$ cat config.mk
export PLATFORM = sky130hd
export DESIGN_NAME = gamepad_move_arbiter
export DESIGN_NICKNAME = d
export VERILOG_FILES = /design/src/rtl/gamepad_move_arbiter.sv
export SDC_FILE = /design/constraint.sdc
export NUM_CORES = 1
export LEC_CHECK = 0
export CORE_MARGIN = 2
export CORE_UTILIZATION = 47
export DETAILED_ROUTE_END_ITERATION = 8
export HOLD_SLACK_MARGIN = 0.08
export MAX_ROUTING_LAYER = met4
export PLACE_DENSITY = 0.79
export SLEW_MARGIN = 20
export SYNTH_ARGS = -nofsm -noshare
export SYNTH_HDL_FRONTEND = slang
export SYNTH_SLANG_ARGS = --single-unit
export TNS_END_PERCENT = 50
$ cat constraint.sdc
create_clock -name clk -period 1.9 [get_ports clk]
set_clock_uncertainty 0.1 [all_clocks]
set_input_delay 0.19 -clock clk [delete_from_list [all_inputs] [get_ports clk]]
set_output_delay 0.19 -clock clk [all_outputs]
set_load 0.02 [all_outputs]
$ cat src/rtl/gamepad_move_arbiter.sv
// Converts dual gamepad button levels into one-at-a-time move commands over valid/ready.
// Define GAMEPAD_AUTOREPEAT_EN to build the hold-to-repeat counter.
module gamepad_move_arbiter #(
  parameter logic [23:0] REPEAT_DELAY  = 24'd6000000,
  parameter logic [23:0] REPEAT_PERIOD = 24'd2000000
) (
  input  logic       clk,
  input  logic       rst,
  input  logic [1:0] up,
  input  logic [1:0] down,
  input  logic [1:0] left,
  input  logic [1:0] right,
  input  logic [1:0] start,
  input  logic [1:0] is_present,
  output logic       move_valid,
  output logic [1:0] move_dir,
  output logic       move_player,
  input  logic       move_ready,
  output logic       restart
);

  // Handshake: a move transfers on a rising edge where move_valid & move_ready;
  // move_dir/move_player hold steady while move_valid is high and unaccepted.

  // Per-controller bit order: {start, right, left, down, up}
  logic [4:0] lvl [2];
  logic [4:0] prev [2];
  logic [4:0] press [2];
  logic [1:0] cand_valid;
  logic [1:0] cand_dir [2];
  logic       edge_en;
  logic       last_grant;
  logic       grant;
  logic       load;

`ifdef GAMEPAD_AUTOREPEAT_EN
  logic        rep_armed;
  logic        rep_player;
  logic [1:0]  rep_dir;
  logic [23:0] rep_count;
  logic        rep_periodic;
  logic        rep_held;
  logic        other_press;
  logic        rep_fire;
  logic [1:0]  cand_rep;
`endif

  always_comb begin
    for (int c = 0; c < 2; c++) begin
      lvl[c] = {start[c], right[c], left[c], down[c], up[c]} & {5{is_present[c]}};
      // The first cycle out of reset only captures levels, so a button held
      // across reset does not register as a fresh press.
      press[c] = edge_en ? (lvl[c] & ~prev[c]) : 5'b0;
      cand_valid[c] = |press[c][3:0];
      if (press[c][0])      cand_dir[c] = 2'd0;
      else if (press[c][1]) cand_dir[c] = 2'd1;
      else if (press[c][2]) cand_dir[c] = 2'd2;
      else                  cand_dir[c] = 2'd3;
    end
`ifdef GAMEPAD_AUTOREPEAT_EN
    rep_held    = lvl[rep_player][rep_dir];
    other_press = |(press[rep_player][3:0] & ~(4'b0001 << rep_dir));
    rep_fire    = rep_armed & rep_held & ~other_press &
                  (rep_count == (rep_periodic ? REPEAT_PERIOD - 24'd1 : REPEAT_DELAY - 24'd1));
    cand_rep = 2'b00;
    if (rep_fire && !cand_valid[rep_player]) begin
      cand_valid[rep_player] = 1'b1;
      cand_dir[rep_player]   = rep_dir;
      cand_rep[rep_player]   = 1'b1;
    end
`endif
    grant = (&cand_valid) ? ~last_grant : cand_valid[1];
    load  = (|cand_valid) & (~move_valid | move_ready);
  end

  always_ff @(posedge clk or posedge rst) begin
    if (rst) begin
      prev[0]     <= 5'b0;
      prev[1]     <= 5'b0;
      edge_en     <= 1'b0;
      restart     <= 1'b0;
      move_valid  <= 1'b0;
      move_dir    <= 2'd0;
      move_player <= 1'b0;
      last_grant  <= 1'b1;
    end else begin
      prev[0] <= lvl[0];
      prev[1] <= lvl[1];
      edge_en <= 1'b1;
      restart <= press[0][4] | press[1][4];
      if (load) begin
        move_valid  <= 1'b1;
        move_dir    <= cand_dir[grant];
        move_player <= grant;
        last_grant  <= grant;
      end else if (move_valid && move_ready) begin
        move_valid <= 1'b0;
      end
    end
  end

`ifdef GAMEPAD_AUTOREPEAT_EN
  // A load from a fresh press re-targets the tracker; a load of the repeat
  // itself leaves tracking alone so the period keeps running.
  always_ff @(posedge clk or posedge rst) begin
    if (rst) begin
      rep_armed    <= 1'b0;
      rep_player   <= 1'b0;
      rep_dir      <= 2'd0;
      rep_count    <= 24'd0;
      rep_periodic <= 1'b0;
    end else if (load && !cand_rep[grant]) begin
      rep_armed    <= 1'b1;
      rep_player   <= grant;
      rep_dir      <= cand_dir[grant];
      rep_count    <= 24'd0;
      rep_periodic <= 1'b0;
    end else if (rep_armed && (!rep_held || other_press)) begin
      rep_armed    <= 1'b0;
      rep_count    <= 24'd0;
      rep_periodic <= 1'b0;
    end else if (rep_fire) begin
      rep_count    <= 24'd0;
      rep_periodic <= 1'b1;
    end else if (rep_armed && rep_count != 24'hFFFFFF) begin
      rep_count <= rep_count + 24'd1;
    end
  end
`else
  logic unused_repeat_cfg;
  assign unused_repeat_cfg = ^{REPEAT_DELAY, REPEAT_PERIOD};
`endif

endmodule
==> load_flow_metrics.sql, run 1 <==
INSERT INTO impl_metrics (metric_group, metric, value, unit) VALUES
('run_status', 'outcome', 'completed', ''),
('worst_setup_path', 'cp.buffers_inverters', '1', ''),
('synth', 'syn_avg_cell_area', '11.5', 'sq um'),
('timing', 'final-hold-violation-count', '0', ''),
('synth', 'asyncSetResetFlopFracSynth', '1.00', ''),
('placed_design', 'gp_routability_congestion', '0.758', ''),
('worst_setup_path', 'cp_endpoint_kind', 'primary output', ''),
('route', 'detailroute.via_count', '610', ''),
('cts', 'postCtsResizedCells', '0', ''),
('floorplanning', 'die_w', '46.6', 'um'),
('synth', 'synth_fp_nets', '89', ''),
('synth', 'yosysSeqAreaShare', '0.501', ''),
('synth', 'yosysWarningCount', '0', ''),
('timing', 'period_share', '0.823', ''),
('global_route', 'peak_usage_layer_in_the_global_routing_report', 'met2', ''),
('timing', 'slew_headroom', '0.574', ''),
('hold_path', 'worstHoldPathType', 'input pin to asynchronous set/reset pin', ''),
('worst_setup_path', 'critical_path_slowest_stage_cell', 'sky130_fd_sc_hd__clkdlybuf4s50_1', ''),
('synth', 'synthTopCellsByArea', 'sky130_fd_sc_hd__dfrtp_1 (47%), sky130_fd_sc_hd__nor2b_4 (8.1%), sky130_fd_sc_hd__and2_1 (5.9%)', ''),
('global_route', 'largest_net_degree_at_the_start_of_global_routing', '18', ''),
('worst_setup_path', 'top_family_by_delay_on_critical_path', 'buffers and inverters', ''),
('timing', 'slew_violations', '0', ''),
('cts', 'cts-root-buf', 'sky130_fd_sc_hd__clkbuf_4', ''),
('cts', 'clock_tree_from_tritoncts', 'yes', ''),
('synth', 'syn_area', '852', 'sq um'),
('synth', 'synth.ff_latch_count', '17', ''),
('power', 'peakVddDrop', '531', 'uV'),
('power', 'finalPower', '834', 'uW'),
('global_route', 'number_of_antenna_violations_at_the_first_check_in_global_routing', '0', ''),
('floorplanning', 'placement_rows', '15', ''),
('cts', 'cts_hold_buffers', '0', ''),
('finish', 'layout.cells.non_filler', '124', ''),
('route', 'routed_wire_per_std_cell', '12.9', 'um'),
('timing', 'fmax', '0.640', 'GHz'),
('finish', 'insertedDiodeCount', '0', ''),
('flow_run', 'maxCapViolCount', '0', ''),
('floorplanning', 'initial_util', '0.499', ''),
('route', 'detail_route.first_pass.iterations', '4', ''),
('cts', 'tritoncts_num_sinks', '17', ''),
('synth', 'cell_type_contributing_the_most_total_cell_area_after_synthesis', 'sky130_fd_sc_hd__dfrtp_1', ''),
('cts', 'cts.clk_slew.worst_paths', '0.10', 'ns'),
('global_route', 'gr-usage-met3', '0.0314', ''),
('global_route', 'grt_first_pass_wirelength', '2550', 'um'),
('global_route', 'grt_use_total', '0.176', ''),
('route', 'viasPerCell', '4.92', ''),
('timing', 'finalWorstPathRequiredPeriod', '1.56', 'ns'),
('finish', 'design.final.nets', '115', ''),
('route', 'postRouteWirelength', '1600', 'um'),
('finish', 'num-fill-cells', '140', ''),
('floorplanning', 'core_region_area', '1710', 'sq um'),
('placed_design', 'placedCellCount', '120', ''),
('floorplanning', 'design.die.area', '2170', 'sq um'),
('global_route', 'grt_ovf', '0', ''),
('cts', 'cts-buffers-inserted', '3', ''),
('global_route', 'grtUsageMet2', '0.267', ''),
('floorplanning', 'die-height', '46.6', 'um'),
('placed_design', 'hpwl', '1260', 'um'),
('worst_setup_path', 'worstSetupPathType', 'register to primary output', ''),
('timing', 'worst-slew-pin-transition', '0.639', 'ns'),
('cts', 'clock_insertion_delay_worst_skew', '0.29', 'ns'),
('timing', 'tns', '0', 'ns'),
('route', 'detailed_route_iter0_violations', '12', ''),
('synth', 'synth_ff_type', 'sky130_fd_sc_hd__dfrtp_1', ''),
('timing', 'setup_viol_count_final', '0', ''),
('power', 'static-leakage-power', '0.000524', 'uW'),
('finish', 'fraction_of_layout_cells_with_a_size_suffix_above_1', '0.212', ''),
('power', 'pwr_density_cell', '748', 'nW/um^2'),
('cts', 'post_cts_setup_buffers', '0', ''),
('worst_setup_path', 'cp_slowest_stage_delay', '0.61', 'ns'),
('synth', 'synth-edff-count', '0', ''),
('floorplanning', 'boundaryPins', '20', '');
-- synth_stat cells (2+ instances only) --
library cell,instances
sky130_fd_sc_hd__dfrtp_1,16
sky130_fd_sc_hd__and2_1,8
sky130_fd_sc_hd__nand2_1,6
sky130_fd_sc_hd__a21o_1,5
sky130_fd_sc_hd__nor2b_4,5
sky130_fd_sc_hd__inv_1,4
sky130_fd_sc_hd__nand2b_4,3
sky130_fd_sc_hd__nor2_1,3
sky130_fd_sc_hd__a21oi_1,2
sky130_fd_sc_hd__and2_2,2
sky130_fd_sc_hd__nand3_1,2
sky130_fd_sc_hd__nand4_1,2
sky130_fd_sc_hd__o21ai_0,2
sky130_fd_sc_hd__o21ai_1,2
-- power breakdown --
| group | switching, uW | internal [uW] | leakage, uW |
|---|---|---|---|
| combinational | 97.9 | 114 | 0.000297 |
| sequential | 22.0 | 401 | 0.000211 |
| clock | 118 | 81.7 | 0.0000150 |
-- placed cells by master, fill, tap and decap left out, drive strengths merged --
master         synthesis  final
clkbuf                 0      4
nor2b                  5      5
a21o                   5      5
dfrtp                 16     16
o41ai                  1      1
nand2b                 5      5
buf                    0      2
mux2i                  1      1
a31oi                  1      1
nor2                   3      3
o22ai                  1      1
a21oi                  2      2
nand2                  6      6
o21ai                  4      4
and2                  11     11
nand4                  2      2
conb                   1      1
dfstp                  1      1
o221ai                 1      1
inv                    4      4
a41o                   1      1
clkdlybuf4s50          0     19
nand3                  2      2
and2b                  1      1
-- layer usage --
metal  share of wire  routed length, um
met5               0                  0
met4           0.012                 19
met3           0.032                 52
met2            0.48                771
met1            0.47                761
-- through the flow --
| stage | instance area [sq um] | hold slack [ns] | setup WS [ns] |
|---|---|---|---|
| global placement | 1090 | 0.372 | 0.204 |
| CTS | 1110 | 0.198 | 0.327 |
| floorplan | 852 | 0.0153 | 0.543 |
| finish | 1110 | 0.182 | 0.337 |
| detailed placement | 1090 | 0.376 | 0.165 |
| global route | 1110 | 0.235 | 0.299 |
-- flip-flops by register name, summed over array words and instances, names as in the netlist --
register,flops
move_valid,1
prev,10
move_dir,2
last_grant,1
move_player,1
edge_en,1
restart,1
-- area by class of cell --
class	instances	area, sq um	share of cell area
clock buffer	4	26.3	0.0236
inverter	4	15.0	0.0135
multi-input combinational	53	410	0.368
sequential	17	427	0.383
tap	25	31.3	0.0281
timing repair buffer	21	205	0.184
-- path summary, 6_finish.rpt --
check	from	to	slack, ns	depth (start not counted)
max	move_player	move_player	0.34	1
min	rst	prev[6]	0.18	2
max reg2reg	prev[8]	move_player	0.43	4
min reg2reg	move_dir[0]	move_dir[0]	0.39	2
max in group asynchronous	rst	prev[9]	1.11	2
min in group clk	start[1]	prev[4]	0.34	3
-- cells by family after synthesis --
logic type / share of synthesized area
other cells: 0.00440
flops: 0.501
buf+inv: 0.0176
simple gates: 0.310
mux: 0.0117
compound gates: 0.156
(Power assumes the default switching activity.)
==> run 2, diff against run 1 <==
--- a/config.mk
+++ b/config.mk
@@ -6,11 +6,11 @@
 export NUM_CORES = 1
 export LEC_CHECK = 0
 export CORE_MARGIN = 2
-export CORE_UTILIZATION = 47
+export CORE_UTILIZATION = 43
 export DETAILED_ROUTE_END_ITERATION = 8
 export HOLD_SLACK_MARGIN = 0.08
 export MAX_ROUTING_LAYER = met4
-export PLACE_DENSITY = 0.79
+export PLACE_DENSITY = 0.76
 export SLEW_MARGIN = 20
 export SYNTH_ARGS = -nofsm -noshare
 export SYNTH_HDL_FRONTEND = slang
==> constraint.sdc (replaced) <==
create_clock -name clk -period 1.36 [get_ports clk]
set_clock_uncertainty 0.1 [all_clocks]
set_input_delay 0.136 -clock clk [delete_from_list [all_inputs] [get_ports clk]]
set_output_delay 0.136 -clock clk [all_outputs]
set_load 0.02 [all_outputs]
==> load_flow_metrics.sql, run 2 (synthesized netlist as in run 1, its figures left out) <==
INSERT INTO impl_metrics (metric_group, metric, value, unit) VALUES
('run_status', 'outcome', 'complete, but fails checks', ''),
('run_status', 'failed_checks', 'setup timing', ''),
('worst_setup_path', 'worstSetupPathType', 'register to register', ''),
('global_route', 'grt_first_pass_wirelength', '2880', 'um'),
('finish', 'insertedDiodeCount', '0', ''),
('global_route', 'largest_net_degree_at_the_start_of_global_routing', '18', ''),
('finish', 'layout.core_utilization', '0.613', ''),
('cts', 'htreeDepth', '1', ''),
('finish', 'layout.cells.most_common', 'sky130_fd_sc_hd__dfrtp_1', ''),
('finish', 'biggestRegsByFlops', 'prev x10, move_dir x2', ''),
('finish', 'sequential_cell_area', '427', 'sq um'),
('cts', 'cts-root-to-sink-buffers', '2', ''),
('worst_setup_path', 'crit_required', '1.44', 'ns'),
('floorplanning', 'design.die.area', '2350', 'sq um'),
('finish', 'num-fill-cells', '185', ''),
('floorplanning', 'die-height', '48.5', 'um'),
('timing', 'tns', '-0.129', 'ns'),
('floorplanning', 'die_w', '48.5', 'um'),
('global_route', 'first_global_vias', '650', ''),
('route', 'detailroute.via_count', '621', ''),
('route', 'viasPerCell', '4.70', ''),
('finish', 'most_frequent_cells_in_the_layout', 'sky130_fd_sc_hd__dfrtp_1 (16), sky130_fd_sc_hd__clkdlybuf4s50_1 (14), sky130_fd_sc_hd__and2_1 (8), sky130_fd_sc_hd__buf_4 (7), sky130_fd_sc_hd__nand2_1 (6)', ''),
('finish', 'synthToLayoutAreaGrowth', '38.3', '%'),
('worst_setup_path', 'setup.reg_to_reg.worst_slack', '-0.05', 'ns'),
('finish', 'largest_register', 'prev', ''),
('cts', 'cts.clk_slew.worst_paths', '0.10', 'ns'),
('power', 'static-leakage-power', '0.000569', 'uW'),
('finish', 'largest_register_ffs', '10', ''),
('placed_design', 'gp_routability_congestion', '0.874', ''),
('route', 'remaining_drc_errors', '0', ''),
('timing', 'fmax', '0.709', 'GHz'),
('cts', 'tritoncts_num_sinks', '17', ''),
('floorplanning', 'initial_util', '0.443', ''),
('route', 'detail_route.first_pass.iterations', '4', ''),
('finish', 'design.final.nets', '121', ''),
('worst_setup_path', 'critical_path_arrival', '1.49', 'ns'),
('global_route', 'number_of_antenna_violations_at_the_first_check_in_global_routing', '0', ''),
('placed_design', 'post-place-ws', '-0.313', 'ns'),
('worst_setup_path', 'cp_endpoint_kind', 'register', ''),
('hold_path', 'worstHoldPathType', 'input pin to register', ''),
('route', 'ant_nets', '0', ''),
('timing', 'final-hold-violation-count', '0', ''),
('power', 'finalPower', '1160', 'uW'),
('timing', 'finalWorstPathRequiredPeriod', '1.41', 'ns'),
('timing', 'slew_violations', '0', ''),
('worst_setup_path', 'crit_path_max_fanout', '3', ''),
('power', 'peakVddDrop', '632', 'uV'),
('cts', 'clock_tree_from_tritoncts', 'yes', ''),
('power', 'pwr_density_cell', '983', 'nW/um^2'),
('timing', 'setup_viol_count_final', '4', ''),
('placed_design', 'port_bufs', '19', ''),
('finish', 'layout.cell_area.non_filler', '1180', 'sq um'),
('route', 'postRouteWirelength', '1650', 'um'),
('route', 'routed_wire_per_std_cell', '12.5', 'um'),
('floorplanning', 'core_region_area', '1920', 'sq um'),
('placed_design', 'hpwl', '1260', 'um'),
('cts', 'cts-buffers-inserted', '3', ''),
('timing', 'grt_setup_unrepaired', 'yes', ''),
('hold_path', 'worstHoldPathCells', '3', ''),
('route', 'detailed_route_iter0_violations', '2', ''),
('cts', 'clock_insertion_delay_worst_skew', '0.29', 'ns'),
('finish', 'fraction_of_layout_cells_with_a_size_suffix_above_1', '0.286', ''),
('worst_setup_path', 'r2r_cells', '5', ''),
('cts', 'cts-root-buf', 'sky130_fd_sc_hd__clkbuf_4', ''),
('floorplanning', 'placement_rows', '16', ''),
('placed_design', 'placement.cell_area', '1120', 'sq um'),
('global_route', 'grt_ovf', '0', ''),
('finish', 'combined_area_of_the_multi_input_logic_cells', '429', 'sq um'),
('timing', 'period_share', '1.04', ''),
('floorplanning', 'boundaryPins', '20', ''),
('global_route', 'grt_use_total', '0.165', ''),
('flow_run', 'maxCapViolCount', '0', ''),
('worst_setup_path', 'critPathLaunchType', 'register', ''),
('timing', 'setup_ws', '-0.0513', 'ns');
[run 2: report_power, final]
part | switching, uW | internal, uW
clock network | 155 | 109
logic | 146 | 158
registers | 29.9 | 560
[run 2: worst max-delay path, cell delays in order, from the launching register on]
cell and delay [ns]:
sky130_fd_sc_hd__dfrtp_1 0.43, sky130_fd_sc_hd__nor2b_4 0.18, sky130_fd_sc_hd__o41ai_4 0.08, sky130_fd_sc_hd__a31oi_2 0.21, sky130_fd_sc_hd__mux2i_1 0.23, sky130_fd_sc_hd__o21ai_1 0.07
[run 2: metal layers]
layer	track usage	up-vias	part of all wire
met5	-	-	0
met4	0.0143	0	0.0055
met3	0.0617	2	0.051
met2	0.299	14	0.54
met1	0.181	296	0.40
li1	-	309	-
[run 2: what timing repair did]
item,in CTS,in global routing
endpoints found under the hold margin,16,0
hold buffers,1,0
setup buffers,0,1
pin swaps,2,4
endpoints found under the setup margin,9,4
resized for setup,6,5
[run 2: path summary, 6_finish.rpt]
kind | start | endpoint
max in group asynchronous | rst | last_grant
max reg2reg | prev[2] | move_dir[0]
min reg2reg | move_player | move_player
min | start[0] | prev[9]
min in group asynchronous | rst | prev[5]
max | prev[2] | move_dir[0]
[run 2: layout make-up]
class,count,area share
Clock buffer,3,0.0191
Multi-Input combinational cell,53,0.364
Clock inverter,1,0.00425
Timing Repair Buffer,27,0.209
Inverter,4,0.0127
Tap cell,27,0.0287
Sequential cell,17,0.362
[run 2: through the flow]
stage / hold slack [ns] / cells
final: 0.294 / 132
after global routing: 0.320 / 132
after CTS: 0.286 / 131
after detailed placement: 0.380 / 126
after global placement: 0.357 / 126
after floorplan: -0.0387 / 74
==> run 3, diff against run 2 <==
--- a/config.mk
+++ b/config.mk
@@ -5,12 +5,14 @@
 export SDC_FILE = /design/constraint.sdc
 export NUM_CORES = 1
 export LEC_CHECK = 0
+export CAP_MARGIN = 20
+export CELL_PAD_IN_SITES_DETAIL_PLACEMENT = 1
+export CELL_PAD_IN_SITES_GLOBAL_PLACEMENT = 1
 export CORE_MARGIN = 2
-export CORE_UTILIZATION = 43
+export CORE_UTILIZATION = 33
 export DETAILED_ROUTE_END_ITERATION = 8
 export HOLD_SLACK_MARGIN = 0.08
-export MAX_ROUTING_LAYER = met4
-export PLACE_DENSITY = 0.76
+export PLACE_DENSITY = 0.75
 export SLEW_MARGIN = 20
 export SYNTH_ARGS = -nofsm -noshare
 export SYNTH_HDL_FRONTEND = slang
==> load_flow_metrics.sql, run 3 (synthesized netlist as in run 1, its figures left out) <==
INSERT INTO impl_metrics (metric_group, metric, value, unit) VALUES
('global_route', 'grt_ovf', '0', ''),
('floorplanning', 'boundaryPins', '20', ''),
('placed_design', 'placedCellCount', '130', ''),
('route', 'detailroute.via_count', '641', ''),
('worst_setup_path', 'setup.reg_to_reg.worst_slack', '-0.09', 'ns'),
('floorplanning', 'die_w', '54.8', 'um'),
('finish', 'largest_register_ffs', '10', ''),
('global_route', 'first_global_vias', '693', ''),
('worst_setup_path', 'cp_endpoint_kind', 'register', ''),
('finish', 'most_frequent_cells_in_the_layout', 'sky130_fd_sc_hd__dfrtp_1 (16), sky130_fd_sc_hd__clkdlybuf4s50_1 (14), sky130_fd_sc_hd__and2_1 (8), sky130_fd_sc_hd__buf_4 (8), sky130_fd_sc_hd__nand2_1 (6)', ''),
('timing', 'setup_ws', '-0.0921', 'ns'),
('power', 'static-leakage-power', '0.000566', 'uW'),
('worst_setup_path', 'cp.buffers_inverters', '0', ''),
('floorplanning', 'core_region_area', '2450', 'sq um'),
('cts', 'cts-buffers-inserted', '3', ''),
('worst_setup_path', 'crit_path_max_fanout', '4', ''),
('finish', 'layout.cells.non_filler', '136', ''),
('placed_design', 'hpwl', '1460', 'um'),
('cts', 'cts-root-buf', 'sky130_fd_sc_hd__clkbuf_4', ''),
('finish', 'design.final.nets', '122', ''),
('route', 'postRouteWirelength', '1810', 'um'),
('timing', 'fmax', '0.689', 'GHz'),
('flow_run', 'maxCapViolCount', '0', ''),
('timing', 'finalWorstPathRequiredPeriod', '1.45', 'ns'),
('finish', 'insertedDiodeCount', '0', ''),
('timing', 'grt_setup_unrepaired', 'yes', ''),
('timing', 'period_share', '1.07', ''),
('timing', 'final-hold-violation-count', '0', ''),
('worst_setup_path', 'endpoint', 'move_dir[0]', ''),
('floorplanning', 'initial_util', '0.347', ''),
('power', 'pwr_density_cell', '988', 'nW/um^2'),
('route', 'routed_wire_per_std_cell', '13.3', 'um'),
('global_route', 'grt_use_total', '0.145', ''),
('placed_design', 'port_bufs', '19', ''),
('floorplanning', 'design.die.area', '3000', 'sq um'),
('finish', 'biggestRegsByFlops', 'prev x10, move_dir x2', ''),
('timing', 'setup_viol_count_final', '4', ''),
('cts', 'clock_tree_from_tritoncts', 'yes', ''),
('hold_path', 'worstHoldPathCells', '3', ''),
('worst_setup_path', 'crit_required', '1.43', 'ns'),
('route', 'viasPerCell', '4.71', ''),
('worst_setup_path', 'top_family_by_delay_on_critical_path', 'flip-flops', ''),
('route', 'detail_route.first_pass.iterations', '2', ''),
('worst_setup_path', 'r2r_cells', '5', ''),
('finish', 'fraction_of_layout_cells_with_a_size_suffix_above_1', '0.255', ''),
('worst_setup_path', 'critical_path_arrival', '1.53', 'ns'),
('cts', 'htreeDepth', '1', ''),
('worst_setup_path', 'worstReg2RegEnd', 'move_dir[0]', ''),
('placed_design', 'gp_routability_congestion', '0.830', ''),
('global_route', 'grt_first_pass_wirelength', '2990', 'um'),
('floorplanning', 'placement_rows', '18', ''),
('worst_setup_path', 'number_of_cells_on_the_critical_path', '5', ''),
('run_status', 'outcome', 'complete, but fails checks', ''),
('cts', 'cts.clk_slew.worst_paths', '0.10', 'ns'),
('floorplanning', 'die-height', '54.8', 'um'),
('worst_setup_path', 'critPathLaunchType', 'register', ''),
('worst_setup_path', 'critical_path.cell_chain', 'and2_4, o41ai_4, a31oi_2, mux2i_1, o21ai_1', ''),
('hold_path', 'worstHoldPathType', 'input pin to register', ''),
('route', 'remaining_drc_errors', '0', ''),
('power', 'peakVddDrop', '578', 'uV'),
('cts', 'clock_insertion_delay_worst_skew', '0.28', 'ns'),
('cts', 'cts-root-to-sink-buffers', '2', ''),
('finish', 'largest_register', 'prev', ''),
('route', 'ant_nets', '0', ''),
('finish', 'synthToLayoutAreaGrowth', '37.3', '%'),
('timing', 'slew_violations', '0', ''),
('worst_setup_path', 'worstSetupPathType', 'register to register', ''),
('global_route', 'number_of_antenna_violations_at_the_first_check_in_global_routing', '0', ''),
('route', 'detailed_route_iter0_violations', '4', ''),
('cts', 'tritoncts_num_sinks', '17', ''),
('worst_setup_path', 'cp_slowest_stage_delay', '0.42', 'ns'),
('run_status', 'failed_checks', 'setup timing', ''),
('finish', 'layout.cells.most_common', 'sky130_fd_sc_hd__dfrtp_1', ''),
('global_route', 'largest_net_degree_at_the_start_of_global_routing', '18', ''),
('worst_setup_path', 'critical_path_slowest_stage_cell', 'sky130_fd_sc_hd__dfrtp_1', ''),
('power', 'finalPower', '1160', 'uW'),
('worst_setup_path', 'rr_startpoint', 'edge_en', ''),
('worst_setup_path', 'critPathLaunch', 'edge_en', '');
## run 3: metrics by stage
step | setup slack [ns] | util | area, sq um | hold WS [ns] | TNS, ns
after floorplan | 0.00334 | - | 852 | -0.0387 | 0
final | -0.0921 | 0.477 | 1170 | 0.292 | -0.267
after global placement | -0.270 | 0.461 | 1130 | 0.361 | -1.09
after detailed placement | -0.330 | 0.461 | 1130 | 0.367 | -1.32
after global routing | -0.186 | 0.477 | 1170 | 0.310 | -0.666
after CTS | -0.103 | 0.473 | 1160 | 0.280 | -0.347
## run 3: layer usage
metal  share of wire  up-vias  track usage  wire length, um
li1                -      314            -                -
met1            0.43      307        0.168              785
met2            0.50       16        0.242              897
met3           0.054        4       0.0464               98
met4           0.015        0       0.0625               27
met5               0        -            0                0
## run 3: timing repair
action                     CTS  global route
hold buffers                 1             0
setup endpoints to repair    9             4
hold endpoints to repair    16             0
setup buffers                0             1
pin swaps                    0             2
gates resized for setup      5             1
gates cloned                 0             0
## run 3: worst min-delay path by stage
stage / slack (ns) / start / to
after global routing: 0.31 / start[0] / prev[9]
after CTS: 0.28 / start[1] / prev[4]
final: 0.29 / start[1] / prev[4]
after global placement: 0.36 / rst / prev[6]
after detailed placement: 0.37 / move_player / move_player
after floorplan: -0.04 / rst / edge_en
## run 3: worst reg2reg max path: stages, from the launching register on
cell and delay (ns):
sky130_fd_sc_hd__dfrtp_1 0.42, sky130_fd_sc_hd__and2_4 0.19, sky130_fd_sc_hd__o41ai_4 0.08, sky130_fd_sc_hd__a31oi_2 0.20, sky130_fd_sc_hd__mux2i_1 0.27, sky130_fd_sc_hd__o21ai_1 0.08
## run 3: report_power, final
part           switching, uW  internal [uW]
logic                    145            154
clock network            154            114
registers               29.5            560
total                    328            828
## run 3: area by class of cell
| cell class | count | area [sq um] |
|---|---|---|
| repair buffers | 28 | 254 |
| multi-input cells | 53 | 410 |
| clock buffers | 4 | 26.3 |
| fillers | 269 | 1280 |
| inverters | 4 | 15.0 |
| well taps | 30 | 37.5 |
| flip-flops and latches | 17 | 427 |
